File: src/rtl/priority_arbiter4_pkg.sv
// rtl/priority_arbiter4_pkg.sv - shared types and constants for the 4-way priority arbiter
//
// Purpose: state encoding, default tenure limit and a small decode helper
//          shared by priority_arbiter4 and its sub-module.
// Ports:   none (package).

package priority_arbiter4_pkg;

  typedef enum logic [1:0] {
    IDLE = 2'd0,
    BUSY = 2'd1,
    GAP  = 2'd2
  } state_t;

  localparam int unsigned HOLD_MAX_DEFAULT = 15;

  // Index to one-hot grant vector.
  function automatic logic [3:0] onehot4(input logic [1:0] idx);
    logic [3:0] v;
    v = 4'b0000;
    v[idx] = 1'b1;
    return v;
  endfunction

endpackage

File: src/rtl/priority_arbiter4_prio_enc4.sv
// rtl/priority_arbiter4_prio_enc4.sv - combinational 4-to-2 priority encoder, bit 3 wins
//
// Purpose: pick the highest-index set bit of the eligible request vector.
// Ports:
//   req   in  [3:0]  eligible request vector
//   idx   out [1:0]  index of the highest set bit (0 when none set)
//   valid out        any bit of req set

module prio_enc4
  import priority_arbiter4_pkg::*;
(
  input  logic [3:0] req,
  output logic [1:0] idx,
  output logic       valid
);

  always_comb begin
    idx   = 2'd0;
    valid = 1'b1;
    if (req[3])      idx = 2'd3;
    else if (req[2]) idx = 2'd2;
    else if (req[1]) idx = 2'd1;
    else if (req[0]) idx = 2'd0;
    else             valid = 1'b0;
  end

endmodule

File: src/rtl/priority_arbiter4.sv
// rtl/priority_arbiter4.sv - 4-requester fixed-priority arbiter with tenure limit and timeout mask
//
// Purpose: grants one of four requesters (bit 3 highest) and holds the grant
//          without preemption until the owner releases or HOLD_MAX cycles
//          elapse. Every tenure is followed by a one-cycle GAP and an IDLE
//          arbitration cycle. A timed-out owner is excluded from the next
//          arbitration only.
// Parameters:
//   HOLD_MAX  maximum consecutive grant cycles per tenure (1..255)
// Ports:
//   clk        in        clock, rising edge
//   rst        in        asynchronous active-high reset
//   req        in  [3:0] request vector
//   gnt        out [3:0] registered one-hot grant, zero when idle
//   gnt_id     out [1:0] index of granted requester, zero when not valid
//   gnt_valid  out       a grant is active
//   timeout    out       one-cycle pulse when a tenure was ended by HOLD_MAX

module priority_arbiter4
  import priority_arbiter4_pkg::*;
#(
  parameter int unsigned HOLD_MAX = HOLD_MAX_DEFAULT
) (
  input  logic       clk,
  input  logic       rst,
  input  logic [3:0] req,
  output logic [3:0] gnt,
  output logic [1:0] gnt_id,
  output logic       gnt_valid,
  output logic       timeout
);

  localparam logic [7:0] HOLD_MAX8 = 8'(HOLD_MAX);

  state_t     state, state_next;
  logic [7:0] cnt, cnt_next;
  logic [3:0] mask, mask_next;
  logic [3:0] gnt_next;
  logic [1:0] gnt_id_next;
  logic       gnt_valid_next;
  logic       timeout_next;

  logic [3:0] eligible;
  logic [1:0] enc_idx;
  logic       enc_valid;
  logic [7:0] cnt_inc;

  // The mask is only ever non-zero between a timeout and the following
  // IDLE arbitration, so it can be applied unconditionally here.
  assign eligible = req & ~mask;
  assign cnt_inc  = cnt + 8'd1;

  prio_enc4 u_enc (
    .req   (eligible),
    .idx   (enc_idx),
    .valid (enc_valid)
  );

  always_comb begin
    state_next     = state;
    cnt_next       = cnt;
    mask_next      = mask;
    gnt_next       = 4'b0000;
    gnt_id_next    = 2'd0;
    gnt_valid_next = 1'b0;
    timeout_next   = 1'b0;

    case (state)
      IDLE: begin
        // Every IDLE arbitration consumes the mask, whether or not it grants.
        mask_next = 4'b0000;
        if (enc_valid) begin
          state_next     = BUSY;
          cnt_next       = 8'd0;
          gnt_next       = onehot4(enc_idx);
          gnt_id_next    = enc_idx;
          gnt_valid_next = 1'b1;
        end
      end

      BUSY: begin
        // Release takes precedence over the limit: a drop on the same edge
        // the limit is reached is a normal release with no timeout/mask.
        if (!req[gnt_id]) begin
          state_next = GAP;
          cnt_next   = 8'd0;
        end else if (cnt_inc == HOLD_MAX8) begin
          state_next   = GAP;
          cnt_next     = 8'd0;
          timeout_next = 1'b1;
          mask_next    = gnt;
        end else begin
          cnt_next       = cnt_inc;
          gnt_next       = gnt;
          gnt_id_next    = gnt_id;
          gnt_valid_next = 1'b1;
        end
      end

      GAP: begin
        state_next = IDLE;
      end

      default: begin
        state_next = IDLE;
        cnt_next   = 8'd0;
        mask_next  = 4'b0000;
      end
    endcase
  end

  always_ff @(posedge clk or posedge rst) begin
    if (rst) begin
      state     <= IDLE;
      cnt       <= 8'd0;
      mask      <= 4'b0000;
      gnt       <= 4'b0000;
      gnt_id    <= 2'd0;
      gnt_valid <= 1'b0;
      timeout   <= 1'b0;
    end else begin
      state     <= state_next;
      cnt       <= cnt_next;
      mask      <= mask_next;
      gnt       <= gnt_next;
      gnt_id    <= gnt_id_next;
      gnt_valid <= gnt_valid_next;
      timeout   <= timeout_next;
    end
  end

endmodule

File: config.mk
export PLATFORM = sky130hd
export DESIGN_NAME = priority_arbiter4
export DESIGN_NICKNAME = d
export VERILOG_FILES = /design/src/rtl/priority_arbiter4_pkg.sv /design/src/rtl/priority_arbiter4_prio_enc4.sv /design/src/rtl/priority_arbiter4.sv
export SDC_FILE = /design/constraint.sdc
export NUM_CORES = 1
export LEC_CHECK = 0
export ABC_AREA = 0
export CORE_AREA = 2 2 55 57
export DETAILED_ROUTE_END_ITERATION = 16
export DIE_AREA = 0 0 57 59
export GPL_ROUTABILITY_DRIVEN = 0
export GPL_TIMING_DRIVEN = 1
export PLACE_DENSITY = 0.7
export SYNTH_ARGS = -nofsm -noshare
export SYNTH_HDL_FRONTEND = slang
export SYNTH_SLANG_ARGS = --single-unit
File: constraint.sdc
create_clock -name clk -period 1.9 [get_ports clk]
set_clock_uncertainty 0.05 [all_clocks]
set_input_delay 0.38 -clock clk [delete_from_list [all_inputs] [get_ports clk]]
set_output_delay 0.38 -clock clk [all_outputs]
set_load 0.01 [all_outputs]
Yosys cells after proc, flatten, opt, wreduce, memory -nomap -nowiden --
Index checks and enable logic that the tools add are counted.
Cells by class: add/sub/neg operators 1, multiply operators 0, divide/modulo/power cells 0, $lt $le $gt $ge 3, equal/unequal tests 7, shift operators 0, multiplexer cells 37, bitwise logic cells 3, reductions and logical operators 5
Operators with widths (number):
- two-way mux 8 bit | 3
- one-hot mux 8 bit (3 select lines) | 1
- two-way mux 4 bit | 5
- two-way mux 2 bit | 8
- one-hot mux 4 bit (2 select lines) | 2
- two-way mux 1 bit | 13
- adder 8 x 1 -> 8 bit (second input constant) | 1
- == test 8 x 4 -> 1 bit (second input constant) | 1
- one-hot mux 2 bit (2 select lines) | 2
- less-than comparator 2 x 3 -> 1 bit (second input constant) | 2
- != test 2 bit (second input constant) | 3
- AND 4 bit | 1
- inverter 4 bit | 1
- AND reduction 2 bit | 2
- != test 3 bit (second input constant) | 1
- AND reduction 3 bit | 1
- binary-select mux 1 bit (select 2 bit) | 1
- demux 1 bit (select 2 bit) | 1
- == test 2 x 1 -> 1 bit (second input constant) | 1
- == test 2 bit (second input constant) | 1
- greater-or-equal comparator 2 x 1 -> 1 bit (second input constant) | 1
- logical NOT 2 bit | 1
- one-hot mux 1 bit (2 select lines) | 1
- logical AND 1 bit | 1
- inverter 1 bit | 1
Word-level totals: register bits 22, bits in latches 0, memory bits (writable) 0, memory bits (read-only) 0, bits of input ports 6, memories kept 0

Depth between registers and ports, before layout --
Gate-level depths: netlist (run 1).
word-level depth 11, gate-level depth with buffers 7, mapped depth without buffers 6

Hierarchy --
A second synthesis (run 1) with hierarchy kept.
Unflattened totals: cells, all modules 134, area, all modules 1268.7 µm²
Modules (own cells, without submodules):
- priority_arbiter4 | instances 1, cells each 130, area each 1244.9 µm², seq. area each 550.5 µm²
- prio_enc4 | instances 1, cells each 4, area each 23.8 µm², seq. area each 0.0 µm²

Worst setup path after synthesis (run 1) --
OpenSTA, ideal clock, no wires.
path kind reg-to-reg, from register cnt[1], to register cnt[0], library setup time 125 ps, data arrival time 1723 ps, data required time 1725 ps, slack 2 ps, cell stages (with the launch flop) 8, cells stage by stage dfrtp_1 > ha_1 > and4_1 > a32o_1 > and3b_4 > a21oi_4 > buf_6 > mux2_2
On the way: cells in the longest elaborated chain, start to end 5
RTL lines:
- start, declared | line priority_arbiter4.sv:36 | logic [7:0] cnt, cnt_next;
- start signal, assigned | line priority_arbiter4.sv:123 | cnt <= cnt_next;
- adder 8 x 1 -> 8 bit | line priority_arbiter4.sv:51 | assign cnt_inc = cnt + 8'd1;
- == test 8 x 4 -> 1 bit | line priority_arbiter4.sv:87 | end else if (cnt_inc == HOLD_MAX8) begin
- two-way mux 8 bit | line priority_arbiter4.sv:87
- two-way mux 8 bit | line priority_arbiter4.sv:84 | if (!req[gnt_id]) begin
- one-hot mux 8 bit (3 select lines) | line priority_arbiter4.sv:68 | case (state)
Every way passes these cells. A chain may end at the register's enable or synchronous reset.

Worst setup path in the final report (run 1) --
from register cnt[1], to register gnt[3]
On the way: cells in the longest elaborated chain, start to end 3
RTL lines:
- adder 8 x 1 -> 8 bit | line priority_arbiter4.sv:51
- == test 8 x 4 -> 1 bit | line priority_arbiter4.sv:87
- != test 3 bit (no line)
- end signal, assigned | line priority_arbiter4.sv:125 | gnt <= gnt_next;
- end, declared | line priority_arbiter4.sv:27 | output logic [3:0] gnt,
Every way passes these cells.

==> out/summary.json, run 1 <==
{
  "status": "finished with violations",
  "violations_in_the_final_reports": "setup timing",
  "synth_sequential_area_ratio": 0.431,
  "netlist_area_mm2": 0.00128,
  "critPathMaxFanout": 6,
  "maxCapViolCount": 0,
  "start_kind": "flop",
  "synthesis.nets": 131,
  "drt-total-wl_um": 2920,
  "multi_input_area_um2": 711,
  "io_buffers": 13,
  "total_via_count_in_the_routed_design": 1095,
  "clock-root-buffer": "clkbuf_4",
  "final_max_slew_viol_count": 0,
  "num-fill-cells": 230,
  "antenna_violating_nets_left": 0,
  "cp_cell_sequence": "ha_4, and4_4, a32o_2, and3b_4, a21oi_4, buf_12, a22o_2",
  "numPlacedInstances": 183,
  "synth_area_leaders": "dfrtp_1, o211ai_1, nor2b_1",
  "numCtsBuffers": 3,
  "area_delta_synth_final_pct": 31.9,
  "synth_top_area_cell": "dfrtp_1",
  "postLayoutSetupSlackWorst_ns": -0.0367,
  "post-route-min-period_ns": 1.94,
  "antenna-diode-count": 0,
  "coreArea_mm2": 0.00271,
  "hpwlAfterDp_um": 2120,
  "min_period_over_period": 1.02,
  "post-place-ws_ns": -0.210,
  "detail_routed_net_length_per_standard_cell_um": 15.4,
  "synth_edf_count": 0,
  "critical_path.reg2reg.endpoint": "gnt[3]",
  "leakagePower_nw": 0.701,
  "synth-main-ff-cell": "dfrtp_1",
  "grt_residual_overflow": 0,
  "setup.worst_path.class": "flop to flop",
  "fraction_of_layout_cells_with_a_size_suffix_above_1": 0.297,
  "whs_ns": 0.329,
  "hold_buffers": 0,
  "yosysWarningCount": 0,
  "placement_rows": 19,
  "regToRegSetupSlack_ns": -0.04,
  "grt_pass1_vias": 1052,
  "dieArea_mm2": 0.00336,
  "timing.critical_path.to": "gnt[3]",
  "p_total_mw": 1.84,
  "floorplan.initialDensity": 0.471,
  "groute.usage.overall": 0.185,
  "yosys_register_bits": 22,
  "ir_drop_mv": 1.12,
  "grt_pass1_wl_um": 4840,
  "die_w_um": 57,
  "path_delay_family": "compound AO/OA/AOI/OAI gates",
  "drt_pre_antenna_iters": 6,
  "die_height_um": 59,
  "worstPathRequired_ns": 2.12,
  "totalNegativeSetupSlack_ns": -0.191,
  "worst-slew-pin-transition_ns": 0.380,
  "cts.reportedPaths.clkPinSlew_ns": 0.13,
  "crit-reg2reg-launch": "cnt[1]",
  "regArea_um2": 551,
  "finalHoldViolations": 0,
  "post_synth_num_cell_types": 43,
  "slowest_stage": "dfrtp_1",
  "power-per-cell-area_mw_per_mm2": 1090,
  "path_depth": 7,
  "critical_path.endpoint_type": "flop",
  "max_freq_ghz": 0.516,
  "number_of_placed_i_o_pins": 14,
  "setup.worst_path.start": "cnt[1]",
  "final_cell_count_no_fill": 189,
  "clkSinkCount": 22,
  "reg2reg_depth": 7,
  "worstHoldPathType": "input port to asynchronous set/reset pin",
  "drc_violations_left": 0,
  "timing.max_slew.rel_slack": 0.746,
  "worstPathArrival_ns": 2.16,
  "synth_top_area_share": 0.431,
  "tritoncts_clock_tree": "done",
  "synth_cells": 123,
  "worst-path-buf-inv": 1,
  "h-tree-depth": 1,
  "layout.nets": 167,
  "cts.path.max_buffers": 2,
  "async_flop_share": 1.00,
  "drt-vias-per-instance": 5.79,
  "initial_detailed_routing_violation_count": 34,
  "antenna_violations_before_repair": 0,
  "max_stage_delay_ns": 0.44,
  "unrepaired_setup_endpoints_after_global_routing": "true",
  "clk-insertion-delay-late_ns": 0.32,
  "setup_viol": 7,
  "synth.avg_cell_area_um2": 10.4,
  "pin_count_of_the_biggest_net_entering_global_routing": 23
}
## synth_stat cells (all sizes together), types with 3 or more instances
library cell	number
a21oi	3
a22o	5
a32o	3
dfrtp	22
inv	4
nand2	13
nand2b	3
nand3	6
nor2	5
nor2b	8
o211ai	9
o21ai	8
## stage by stage
stage,utilization,area (um2)
2_1_floorplan,-,1280
3_3_place_gp,0.578,1570
3_5_place_dp,0.578,1570
4_1_cts,0.614,1670
5_1_grt,0.621,1680
6_report,0.621,1680
## worst min path at each step
| stage | start | end | slack [ns] | cells past startpoint |
|---|---|---|---|---|
| 2_1_floorplan | rst | cnt[0] | 0.32 | 1 |
| 3_3_place_gp | cnt[7] | cnt[7] | 0.45 | 1 |
| 3_5_place_dp | cnt[7] | cnt[7] | 0.45 | 1 |
| 4_1_cts | rst | mask[1] | 0.35 | 3 |
| 5_1_grt | rst | mask[0] | 0.38 | 3 |
| 6_report | rst | gnt_id[0] | 0.33 | 3 |
## state kept, by name (all words and copies together), names as in the netlist
register and flops:
cnt 8, gnt 4, gnt_id 2, gnt_valid 1, mask 4, state 2
timeout 1
## cells by family after synthesis
logic type                 after synthesis  share of synthesized area
xor gates and xnor gates                 1                    0.00686
muxes                                    2                     0.0265
AOI/OAI and AO/OA                       39                      0.264
DFF                                     22                      0.431
buffers and inverters                    8                     0.0333
adders and majority gates                2                     0.0196
and+or+nand+nor                         49                      0.219
## what timing repair did
| action | in CTS | in global routing |
|---|---|---|
| endpoints found under the setup margin | 16 | 18 |
| gates resized for setup | 4 | 5 |
| pin swaps | 2 | 5 |
| setup buffers | 2 | 0 |
## metal layers
layer / routed length [um] / up-vias / global-route usage
met5: 0 / - / 0
met4: 44 / 0 / 0.0631
met3: 104 / 8 / 0.0393
met2: 1380 / 21 / 0.291
met1: 1390 / 536 / 0.255
li1: - / 530 / -
## worst reg2reg max path, cell delays in order (launching register included)
cell	delay, ns
dfrtp_1	0.44
ha_4	0.19
and4_4	0.20
a32o_2	0.26
and3b_4	0.22
a21oi_4	0.24
buf_12	0.15
a22o_2	0.14
## placed cells by master (no fill, tap or decap), drive strengths merged, types with 2 or more instances in the layout
master,synthesis,routed
clkdlybuf4s50,0,13
clkbuf,2,3
nand2b,3,3
a22o,5,5
nor2b,8,8
a32o,3,3
o211ai,9,9
a21oi,3,3
ha,2,2
nor3,2,2
o21ai,8,8
inv,4,4
or2,2,2
and3b,2,2
a221o,2,2
dfrtp,22,22
buf,2,22
nor2,5,5
a21boi,2,2
nand2,13,13
nand3,6,6
and2,2,2
## layout make-up
cell class / instances / share of cell area
Clock buffer: 3 / 0.0134
Timing Repair Buffer: 35 / 0.187
Inverter: 4 / 0.00892
Tap cell: 31 / 0.0230
Multi-Input combinational cell: 93 / 0.422
Sequential cell: 22 / 0.327
Clock inverter: 1 / 0.0178
## report_power, final
group / internal, mW / switching, mW / leakage, nW
Clock: 0.213 / 0.158 / 0.0279
Combinational: 0.427 / 0.385 / 0.377
Sequential: 0.555 / 0.100 / 0.296
Power figures use the tool's default switching activity.
==> run 2: changes to the inputs <==
--- a/config.mk
+++ b/config.mk
@@ -6,12 +6,15 @@
 export NUM_CORES = 1
 export LEC_CHECK = 0
 export ABC_AREA = 0
+export CAP_MARGIN = 20
 export CORE_AREA = 2 2 55 57
 export DETAILED_ROUTE_END_ITERATION = 16
 export DIE_AREA = 0 0 57 59
 export GPL_ROUTABILITY_DRIVEN = 0
 export GPL_TIMING_DRIVEN = 1
 export PLACE_DENSITY = 0.7
+export SKIP_CTS_REPAIR_TIMING = 1
+export SKIP_LAST_GASP = 1
 export SYNTH_ARGS = -nofsm -noshare
 export SYNTH_HDL_FRONTEND = slang
 export SYNTH_SLANG_ARGS = --single-unit
==> out/summary.json, run 2 (synthesis gave the netlist of run 1 again) <==
{
  "status": "finished with violations",
  "violations_in_the_final_reports": "setup timing",
  "power-per-cell-area": {"value": 1090, "unit": "mW/mm2", "change": "+0.22%"},
  "most_crowded_layer_gr": "met2",
  "worst-path-buf-inv": {"value": 1, "change": "unchanged"},
  "start_kind": "flop",
  "whs": {"value": 0.326, "unit": "ns", "change": "-0.00287 ns"},
  "use_met3": {"value": 0.0328, "change": "-0.00655"},
  "post-place-ws": {"value": -0.210, "unit": "ns", "change": "unchanged"},
  "h-tree-depth": {"value": 1, "change": "unchanged"},
  "io_buffers": {"value": 13, "change": "unchanged"},
  "drt-vias-per-instance": {"value": 5.83, "change": "+0.64%"},
  "critical_path.endpoint_type": "flop",
  "initial_detailed_routing_violation_count": {"value": 32, "change": "-5.9%"},
  "clkSinkCount": {"value": 22, "change": "unchanged"},
  "area_delta_synth_final": {"value": 31.8, "unit": "%", "change": "about the same"},
  "final_cell_count_no_fill": {"value": 189, "change": "unchanged"},
  "total_via_count_in_the_routed_design": {"value": 1102, "change": "+0.64%"},
  "slowest_stage": "dfrtp_1",
  "antenna-diode-count": {"value": 0, "change": "unchanged"},
  "coreArea": {"value": 0.00271, "unit": "mm2", "change": "unchanged"},
  "leakagePower": {"value": 0.698, "unit": "nW", "change": "-0.37%"},
  "max_flop_register": "cnt",
  "timing.max_slew.rel_slack": {"value": 0.749, "change": "+0.00286"},
  "antenna_violating_nets_left": {"value": 0, "change": "unchanged"},
  "layout.nets": {"value": 167, "change": "unchanged"},
  "die_w": {"value": 57, "unit": "um", "change": "unchanged"},
  "numPlacedInstances": {"value": 183, "change": "unchanged"},
  "fraction_of_layout_cells_with_a_size_suffix_above_1": {"value": 0.304, "change": "+0.00633"},
  "worstPathArrival": {"value": 2.19, "unit": "ns", "change": "+0.03 ns"},
  "met2_routing_resource_usage_after_global_routing": {"value": 0.273, "change": "-0.0181"},
  "dieArea": {"value": 0.00336, "unit": "mm2", "change": "unchanged"},
  "power.net_switching": {"value": 650, "unit": "uW", "change": "+1.0%"},
  "pin_count_of_the_biggest_net_entering_global_routing": {"value": 23, "change": "unchanged"},
  "layout_top_registers": "cnt: 8 flops, gnt: 4 flops, mask: 4 flops",
  "drc_violations_left": {"value": 0, "change": "unchanged"},
  "grt_residual_overflow": {"value": 0, "change": "unchanged"},
  "netSwitchingFraction": {"value": 0.353, "change": "+0.00315"},
  "grt_pass1_vias": {"value": 996, "change": "-5.3%"},
  "cts.path.max_buffers": {"value": 2, "change": "unchanged"},
  "die_height": {"value": 59, "unit": "um", "change": "unchanged"},
  "drt_pre_antenna_iters": {"value": 4, "change": "-2"},
  "seq_power_share": {"value": 0.356, "change": "about the same"},
  "floorplan.initialDensity": {"value": 0.471, "change": "unchanged"},
  "mostFrequentLayoutCell": "dfrtp_1",
  "grt_pass1_wl": {"value": 4670, "unit": "um", "change": "-3.6%"},
  "p_comb_frac": {"value": 0.443, "change": "about the same"},
  "maxCapViolCount": {"value": 0, "change": "unchanged"},
  "groute.layer.met1.usage": {"value": 0.256, "change": "+0.00140"},
  "worst-slew-pin-transition": {"value": 0.376, "unit": "ns", "change": "-0.00427 ns"},
  "critPathMaxFanout": {"value": 6, "change": "unchanged"},
  "groute.usage.overall": {"value": 0.179, "change": "-0.00606"},
  "post-route-min-period": {"value": 1.96, "unit": "ns", "change": "+0.0218 ns"},
  "numCtsBuffers": {"value": 3, "change": "unchanged"},
  "cp_cell_sequence": "ha_4, and4_4, a32o_2, and3b_4, a21oi_4, buf_6, a22o_2",
  "hpwlAfterDp": {"value": 2120, "unit": "um", "change": "unchanged"},
  "setup_viol": {"value": 8, "change": "+1"},
  "drt-total-wl": {"value": 2980, "unit": "um", "change": "+2.1%"},
  "worstHoldPathType": "input port to asynchronous set/reset pin",
  "detail_routed_net_length_per_standard_cell": {"value": 15.8, "unit": "um", "change": "+2.1%"},
  "number_of_placed_i_o_pins": {"value": 14, "change": "unchanged"},
  "path_delay_family": "compound AO/OA/AOI/OAI gates",
  "postLayoutSetupSlackWorst": {"value": -0.0585, "unit": "ns", "change": "-0.0218 ns"},
  "clk-insertion-delay-late": {"value": 0.32, "unit": "ns", "change": "about the same"},
  "final_core_utilization": {"value": 0.620, "change": "about the same"},
  "largest_register_ffs": {"value": 8, "change": "unchanged"},
  "max_stage_delay": {"value": 0.44, "unit": "ns", "change": "about the same"},
  "ir_drop": {"value": 1.08, "unit": "mV", "change": "-4.0%"},
  "setup.worst_path.class": "flop to flop",
  "antenna_violations_before_repair": {"value": 0, "change": "unchanged"},
  "finalHoldViolations": {"value": 0, "change": "unchanged"},
  "internal-power": {"value": 1.19, "unit": "mW", "change": "-0.34%"},
  "final_max_slew_viol_count": {"value": 0, "change": "unchanged"},
  "placement_rows": {"value": 19, "change": "unchanged"},
  "worstPathRequired": {"value": 2.13, "unit": "ns", "change": "about the same"},
  "min_period_over_period": {"value": 1.03, "change": "+0.0115"},
  "p_total": {"value": 1.84, "unit": "mW", "change": "+0.14%"},
  "tritoncts_clock_tree": "done",
  "unrepaired_setup_endpoints_after_global_routing": "true",
  "layout_common_cells": "dfrtp_1, buf_4, clkdlybuf4s50_1",
  "clock-root-buffer": "clkbuf_4",
  "power.clock.fraction": {"value": 0.202, "change": "about the same"},
  "max_freq": {"value": 0.511, "unit": "GHz", "change": "-1.1%"},
  "cts.reportedPaths.clkPinSlew": {"value": 0.14, "unit": "ns", "change": "about the same"}
}
## run 2: path summary, 6_finish.rpt
check / startpoint / to / slack [ns] / cells after the start
setup / recovery: cnt[1] / gnt[3] / -0.06 / 7
hold / removal: rst / gnt_id[0] / 0.33 / 3
setup reg to reg: cnt[1] / gnt[3] / -0.06 / 7
hold reg to reg: cnt[7] / cnt[7] / 0.46 / 1
max in group asynchronous: rst / cnt[2] / 1.25 / 3
min in group clk: cnt[7] / cnt[7] / 0.46 / 1
## run 2: area by class of cell
cell class	count	area (um2)
Fill cell	231	1030
Inverter	4	15.0
Tap cell	31	38.8
Multi-Input combinational cell	93	714
Sequential cell	22	551
Timing Repair Buffer	35	310
Clock buffer	3	22.5
Clock inverter	1	30.0
## run 2: stage by stage
stage	TNS, ns	instance area [um2]
after global routing	-1.04	1680
after floorplan	0	1280
after CTS	-0.996	1620
after global placement	-2.59	1570
after detailed placement	-2.64	1570
final	-0.327	1680
## run 2: per-layer routing
layer | wire length (um) | up-vias | part of all wire
met1 | 1420 | 552 | 0.48
li1 | - | 529 | -
met4 | 32 | 0 | 0.011
met2 | 1450 | 15 | 0.49
met3 | 78 | 6 | 0.026
met5 | 0 | - | 0
## run 2: tightest hold or removal path, cell delays in order
cell and delay [ns]:
clkdlybuf4s50_1 0.40, inv_1 0.05, buf_4 0.28
## run 2: power groups by stage
stage / sequential, mW / combinational, mW / clock, mW
global route: 0.661 / 0.886 / 0.392
finish: 0.654 / 0.815 / 0.371
CTS: 0.645 / 0.748 / 0.376
floorplan: 0.659 / 0.427 / 0
detailed placement: 0.653 / 0.743 / 0
global placement: 0.651 / 0.727 / 0
